**src/rtl/mem_access_unit.sv**
```systemverilog
// Memory access unit: MAR/MDR registers plus an IDLE/WAIT/DONE sequencer that
// runs fixed wait states followed by a bounded wait for the memory ready strobe.
module mem_access_unit #(
  parameter int WIDTH       = 16,
  parameter int ADDR_W      = 16,
  parameter int WAIT_STATES = 2,
  parameter int TIMEOUT     = 8
) (
  input  logic              Clk,
  input  logic              Reset,
  input  logic [WIDTH-1:0]  bus_in,
  input  logic              LD_MAR,
  input  logic              LD_MDR,
  input  logic              MIO_EN,
  input  logic              start_rd,
  input  logic              start_wr,
  input  logic [WIDTH-1:0]  mem_rdata,
  input  logic              mem_ready,
  output logic [ADDR_W-1:0] MAR_out,
  output logic [WIDTH-1:0]  MDR_out,
  output logic [ADDR_W-1:0] mem_addr,
  output logic [WIDTH-1:0]  mem_wdata,
  output logic              mem_ce,
  output logic              mem_we,
  output logic              busy,
  output logic              done,
  output logic              err
);

  typedef enum logic [1:0] {
    S_IDLE = 2'd0,
    S_WAIT = 2'd1,
    S_DONE = 2'd2
  } state_t;

  localparam logic [7:0] WS_INIT = 8'(WAIT_STATES);
  localparam logic [7:0] TO_LAST = 8'(TIMEOUT - 1);

  state_t            state_q, state_d;
  logic              op_wr_q, op_wr_d;
  logic              err_q, err_d;
  logic [7:0]        wcnt_q, wcnt_d;
  logic [7:0]        tcnt_q, tcnt_d;
  logic [ADDR_W-1:0] mar_q, mar_d;
  logic [WIDTH-1:0]  mdr_q, mdr_d;
  logic              ld_ok_s;

  // State and datapath registers.
  always_ff @(posedge Clk or posedge Reset) begin
    if (Reset) begin
      state_q <= S_IDLE;
      op_wr_q <= 1'b0;
      err_q   <= 1'b0;
      wcnt_q  <= 8'd0;
      tcnt_q  <= 8'd0;
      mar_q   <= '0;
      mdr_q   <= '0;
    end else begin
      state_q <= state_d;
      op_wr_q <= op_wr_d;
      err_q   <= err_d;
      wcnt_q  <= wcnt_d;
      tcnt_q  <= tcnt_d;
      mar_q   <= mar_d;
      mdr_q   <= mdr_d;
    end
  end

  // Next-state, counters and register loads.
  always_comb begin
    state_d = state_q;
    op_wr_d = op_wr_q;
    err_d   = err_q;
    wcnt_d  = wcnt_q;
    tcnt_d  = tcnt_q;
    mar_d   = mar_q;
    mdr_d   = mdr_q;
    ld_ok_s = (state_q != S_WAIT);

    // Host loads are frozen while an access is in flight; a coincident start sees the new values.
    if (ld_ok_s && LD_MAR) begin
      mar_d = bus_in[ADDR_W-1:0];
    end else begin
      mar_d = mar_q;
    end
    if (ld_ok_s && LD_MDR) begin
      mdr_d = MIO_EN ? mem_rdata : bus_in;
    end else begin
      mdr_d = mdr_q;
    end

    case (state_q)
      S_IDLE: begin
        if (start_rd || start_wr) begin
          state_d = S_WAIT;
          op_wr_d = ~start_rd;
          wcnt_d  = WS_INIT;
          tcnt_d  = 8'd0;
          err_d   = 1'b0;
        end else begin
          state_d = S_IDLE;
        end
      end
      S_WAIT: begin
        if (wcnt_q != 8'd0) begin
          wcnt_d = wcnt_q - 8'd1;
        end else if (mem_ready) begin
          if (!op_wr_q) begin
            mdr_d = mem_rdata;
          end else begin
            mdr_d = mdr_q;
          end
          state_d = S_DONE;
          err_d   = 1'b0;
        end else if (tcnt_q == TO_LAST) begin
          state_d = S_DONE;
          err_d   = 1'b1;
          tcnt_d  = tcnt_q + 8'd1;
        end else begin
          tcnt_d = tcnt_q + 8'd1;
        end
      end
      S_DONE: begin
        state_d = S_IDLE;
      end
      default: begin
        state_d = S_IDLE;
        err_d   = 1'b0;
      end
    endcase
  end

  assign MAR_out   = mar_q;
  assign MDR_out   = mdr_q;
  assign mem_addr  = mar_q;
  assign mem_wdata = mdr_q;
  assign mem_ce    = (state_q == S_WAIT);
  assign mem_we    = (state_q == S_WAIT) && op_wr_q;
  assign busy      = (state_q == S_WAIT);
  assign done      = (state_q == S_DONE);
  assign err       = (state_q == S_DONE) && err_q;

endmodule

```
**config.mk**
```make
export PLATFORM = sky130hd
export DESIGN_NAME = mem_access_unit
export DESIGN_NICKNAME = d
export VERILOG_FILES = /design/src/rtl/mem_access_unit.sv
export SDC_FILE = /design/constraint.sdc
export NUM_CORES = 1
export LEC_CHECK = 0
export ABC_AREA = 1
export BUFFER_PORTS_ARGS = -buffer_cell sky130_fd_sc_hd__buf_2
export CAP_MARGIN = 20
export CORE_ASPECT_RATIO = 1.75
export CORE_MARGIN = 4
export CORE_UTILIZATION = 55
export CTS_BUF_LIST = sky130_fd_sc_hd__clkbuf_8 sky130_fd_sc_hd__clkbuf_16
export DETAILED_ROUTE_END_ITERATION = 8
export GPL_TIMING_DRIVEN = 1
export HOLD_SLACK_MARGIN = 0.15
export PLACE_DENSITY = 0.95
export SYNTH_ARGS = -nofsm -noshare
export SYNTH_HDL_FRONTEND = slang
export SYNTH_SLANG_ARGS = --single-unit
```
**constraint.sdc**
```tcl
create_clock -name Clk -period 3.8 [get_ports Clk]
set_clock_uncertainty 0.1 [all_clocks]
set_input_delay 0.57 -clock Clk [delete_from_list [all_inputs] [get_ports Clk]]
set_output_delay 0.57 -clock Clk [all_outputs]
set_load 0.1 [all_outputs]
```
After elaboration in Yosys (flattened, before gate mapping)
Index checks and enable logic that the tools add are counted.
{"block": "word_totals", "register_bits": 52}
{"block": "classes", "add_sub_neg": 2, "n_eq_ne": 10, "mux": 23, "n_bitwise": 2, "reduce_logical": 13}
{"cell": "16-bit two-way mux", "n": 6}
{"cell": "8-bit two-way mux", "n": 5}
{"cell": "8-bit one-hot mux with 2 select lines", "n": 2}
{"cell": "8-bit by 1-bit adder with 8-bit output (second input constant)", "n": 1}
{"cell": "8-bit by 3-bit == test with 1-bit output (second input constant)", "n": 1}
{"cell": "4-bit AND reduction", "n": 2}
{"cell": "8-bit nonzero test", "n": 1}
{"cell": "8-bit by 1-bit subtractor with 8-bit output (second input constant)", "n": 1}
{"cell": "2-bit two-way mux", "n": 3}
{"cell": "2-bit != test (second input constant)", "n": 3}
{"cell": "1-bit two-way mux", "n": 5}
{"cell": "1-bit logical AND", "n": 4}
{"cell": "2-bit by 1-bit != test with 1-bit output (second input constant)", "n": 2}
{"cell": "4-bit by 3-bit != test with 1-bit output (second input constant)", "n": 1}
{"cell": "2-bit one-hot mux with 2 select lines", "n": 1}
{"cell": "2-bit AND reduction", "n": 2}
{"cell": "3-bit by 2-bit != test with 1-bit output (second input constant)", "n": 1}
{"cell": "1-bit one-hot mux with 3 select lines", "n": 1}
{"cell": "3-bit AND reduction", "n": 1}
{"cell": "2-bit by 1-bit == test with 1-bit output (second input constant)", "n": 1}
{"cell": "2-bit == test (second input constant)", "n": 1}
{"cell": "2-bit logical NOT", "n": 1}
{"cell": "1-bit inverter", "n": 2}
{"cell": "2-bit nonzero test", "n": 1}
{"cell": "1-bit logical OR", "n": 1}

Logic depth before layout (Yosys ltp)
{"block": "logic_depth", "ltp_word": 6, "ltp_mapped": 10, "depth_no_buf": 9}

Worst setup path after synthesis
No wires, ideal clock.
{"block": "synth_timing", "path_kind": "register to output", "startpoint": "register state_q[0]", "endpoint": "output port err", "arrival_ns": 2.624, "path_slack_ns": 0.506, "path_stages_with_launch": 2, "cell_sequence": "dfrtp_1 > nor3b_1"}
{"block": "synth_via", "elab_chain_len": 2}
{"element": "from (decl)", "line_no": "39", "rtl": "state_t state_q, state_d;"}
{"element": "from (signal assigned)", "line_no": "59", "rtl": "state_q <= state_d;"}
{"element": "2-bit == test", "line_no": "141", "rtl": "assign err = (state_q == S_DONE) && err_q;"}
{"element": "1-bit logical AND", "line_no": "141"}
{"element": "to (decl)", "line_no": "27", "rtl": "output logic err"}
No other way between the ends.

Worst setup path in the final report
{"block": "layout_timing", "startpoint": "register state_q[1]", "endpoint": "output port busy"}
{"block": "layout_via", "elab_chain_len": 1}
{"element": "2-bit by 1-bit == test with 1-bit output", "line_no": "139", "rtl": "assign busy = (state_q == S_WAIT);"}
{"element": "to (decl)", "line_no": "25", "rtl": "output logic busy,"}
No other way between the ends.

==> impl_metrics.yaml <==
sta:
  finalHoldViolCount: 0
  worstMarginPinSlew_ns: 1.03
  setup_violations: 0
  max_clock_freq_mhz: 386
  relSlewSlack_pct: 30.8
  slew_viol_final: 0
  min_period_ns: 2.59
  fin_crit_sh_pct: 68.2
  rsz0062_at_grt: "no"
  setup-tns-final_ns: 0
die:
  die_y_um: 111
  num_rows: 37
  core_area_sq_mm: 0.00588
  start_util_pct: 56.2
  die_area_sq_mm: 0.00736
  die_width_um: 66.6
  ios: 109
worst_setup_path:
  critPathArrivalTime_ns: 1.92
  critPathLaunchType: "register"
  r2r_slack_ns: 1.48
  required_ns: 3.13
  cp_max_fo: 31
  path_class: "register to primary output"
  cp-end-kind: "primary output"
yosys:
  synth-simple-area-share_pct: 33.3
  synth-seq-area-share_pct: 39.4
  synth_edf_count: 0
  syn_area_sq_mm: 0.00330
  yosys-top-cells-count: "151 x nand2_1, 63 x o21ai_0, 52 x dfrtp_1"
  synth_top_family_by_area: "simple AND/OR/NAND/NOR gates"
  synth_top_cells_by_area: "dfrtp_1 39%, nand2_1 17%, o21ai_0 9.5%, buf_4 7.7%, inv_1 4.2%"
  ys_warn_count: 0
  synth_adder_area_share_pct: 1.14
  synth_cells: 447
  synth_top_area_share_pct: 39.4
  synthArstFlopShare_pct: 100
  yosys_most_used_dff: "dfrtp_1"
  synth_compound_area_share_pct: 10.2
  synth-seq-cells: 52
  synthMostInstantiatedCell: "nand2_1"
  synth_area_per_cell_sq_um: 7.39
  ys_types: 27
  synth_top_area_cell: "dfrtp_1"
  synth_nets: 490
  synth_xor_area_share_pct: 1.33
  synth.area.mux_share_pct: 0
route:
  wirelength_um: 8560
  first_pass_iters: 6
  drc: 0
  num_vias: 3154
  wl_per_cell_um: 14.4
  ant_nets: 0
  viasPerCell: 5.30
  drt_iter0_drc: 295
cells_and_area:
  utilization_pct: 63.4
  diodes: 0
  final_nets: 559
  area_delta_synth_final_pct: 12.9
  stdcell_count: 595
  drive_above_1_share_pct: 29.6
cts:
  hold_buffers: 0
  cts_tree: "yes"
  ctsHtreeMaxLevel: 2
  clock_latency_ns: 0.31
  post_cts_buffers: 0
  max-clock-path-buffers: 2
  clkTransAtPathRegs_ns: 0.10
  cts_made_buffers: 5
  cts-root-buf: "clkbuf_8"
  cts_sinks: 52
  cts_resized: 0
grt:
  grt.total_usage_pct: 23.3
  grt_pass1_wl_um: 13600
  gr-total-overflow: 0
  grt_pass1_vias: 2950
  grt_max_degree: 53
  antenna_found_initial: 0
placement:
  dp.cells: 585
  io_buffers: 108
  place_congestion: 0.878
  post-dp-hpwl_um: 6340
worst_hold_path:
  hold_class: "primary input to register"
run:
  cap_violations: 0
outcome:
  outcome: "complete, no violations"
-- worst paths after layout --
| path | start | endpoint | cells past startpoint |
|---|---|---|---|
| worst max-delay path | state_q[1] | busy | 4 |
| worst min-delay path | start_rd | op_wr_q | 2 |
| worst max register to register | state_q[0] | MDR_out[0] | 7 |
| worst min register to register | err_q | err_q | 2 |
| max in group asynchronous | Reset | tcnt_q[4] | 4 |
| min in group asynchronous | Reset | MAR_out[11] | 3 |
-- stage by stage --
step	area, sq um	hold WS, ns	worst slack (ns)
after global routing	3730	0.366	1.08
after global placement	3600	0.362	1.61
final	3730	0.370	1.21
after floorplan	3300	0.334	0.506
after CTS	3700	0.369	1.22
after detailed placement	3600	0.361	1.55
-- layout make-up --
cell class | count | area, sq um
Inverter | 39 | 146
Clock inverter | 3 | 27.5
Fill cell | 493 | 2150
Clock buffer | 5 | 68.8
Timing Repair Buffer | 110 | 571
Sequential cell | 52 | 1300
Multi-Input combinational cell | 308 | 1520
Tap cell | 78 | 97.6
-- worst max-delay path, stage by stage (launching register included) --
cell and delay (ns):
dfrtp_1 0.41, inv_2 0.08, nand2_2 0.14, inv_2 0.45, buf_2 0.53
-- logic make-up after synthesis --
logic type | Yosys count
AO/OA/AOI/OAI | 66
XOR/XNOR | 5
adder cells (fa/ha/maj) | 3
buffers and inverters | 87
flip-flops | 52
AND/OR/NAND/NOR | 234
-- cells in the final DEF (no fill, tap or decap), types with 2 or more instances in the layout --
cell,instances
buf_2,108
clkbuf_8,5
dfrtp_1,52
ha_1,3
inv_1,36
inv_2,3
nand2_1,151
nand2_2,13
nand2_4,2
nand3_1,20
nand3_2,10
nand4_1,4
nor2_1,24
nor2_2,3
nor2_8,3
nor3b_1,2
o21ai_0,63
xor2_1,4
-- registers in the layout (all words and copies together) (netlist names) --
| register | cells |
|---|---|
| MAR_out | 16 |
| MDR_out | 16 |
| tcnt_q | 8 |
| wcnt_q | 8 |
| state_q | 2 |
| err_q | 1 |
| op_wr_q | 1 |
-- metal layers --
| metal | vias up | global-route usage (%) | wire length [um] |
|---|---|---|---|
| met5 | - | 0 | 0 |
| met4 | 0 | 10.9 | 376 |
| met2 | 178 | 41.6 | 4400 |
| met1 | 1442 | 26.1 | 3090 |
| met3 | 24 | 3.26 | 686 |
| li1 | 1510 | - | - |
Power is not shown: default switching activity piles up to over one toggle a cycle in this logic, so the estimate is an artifact.
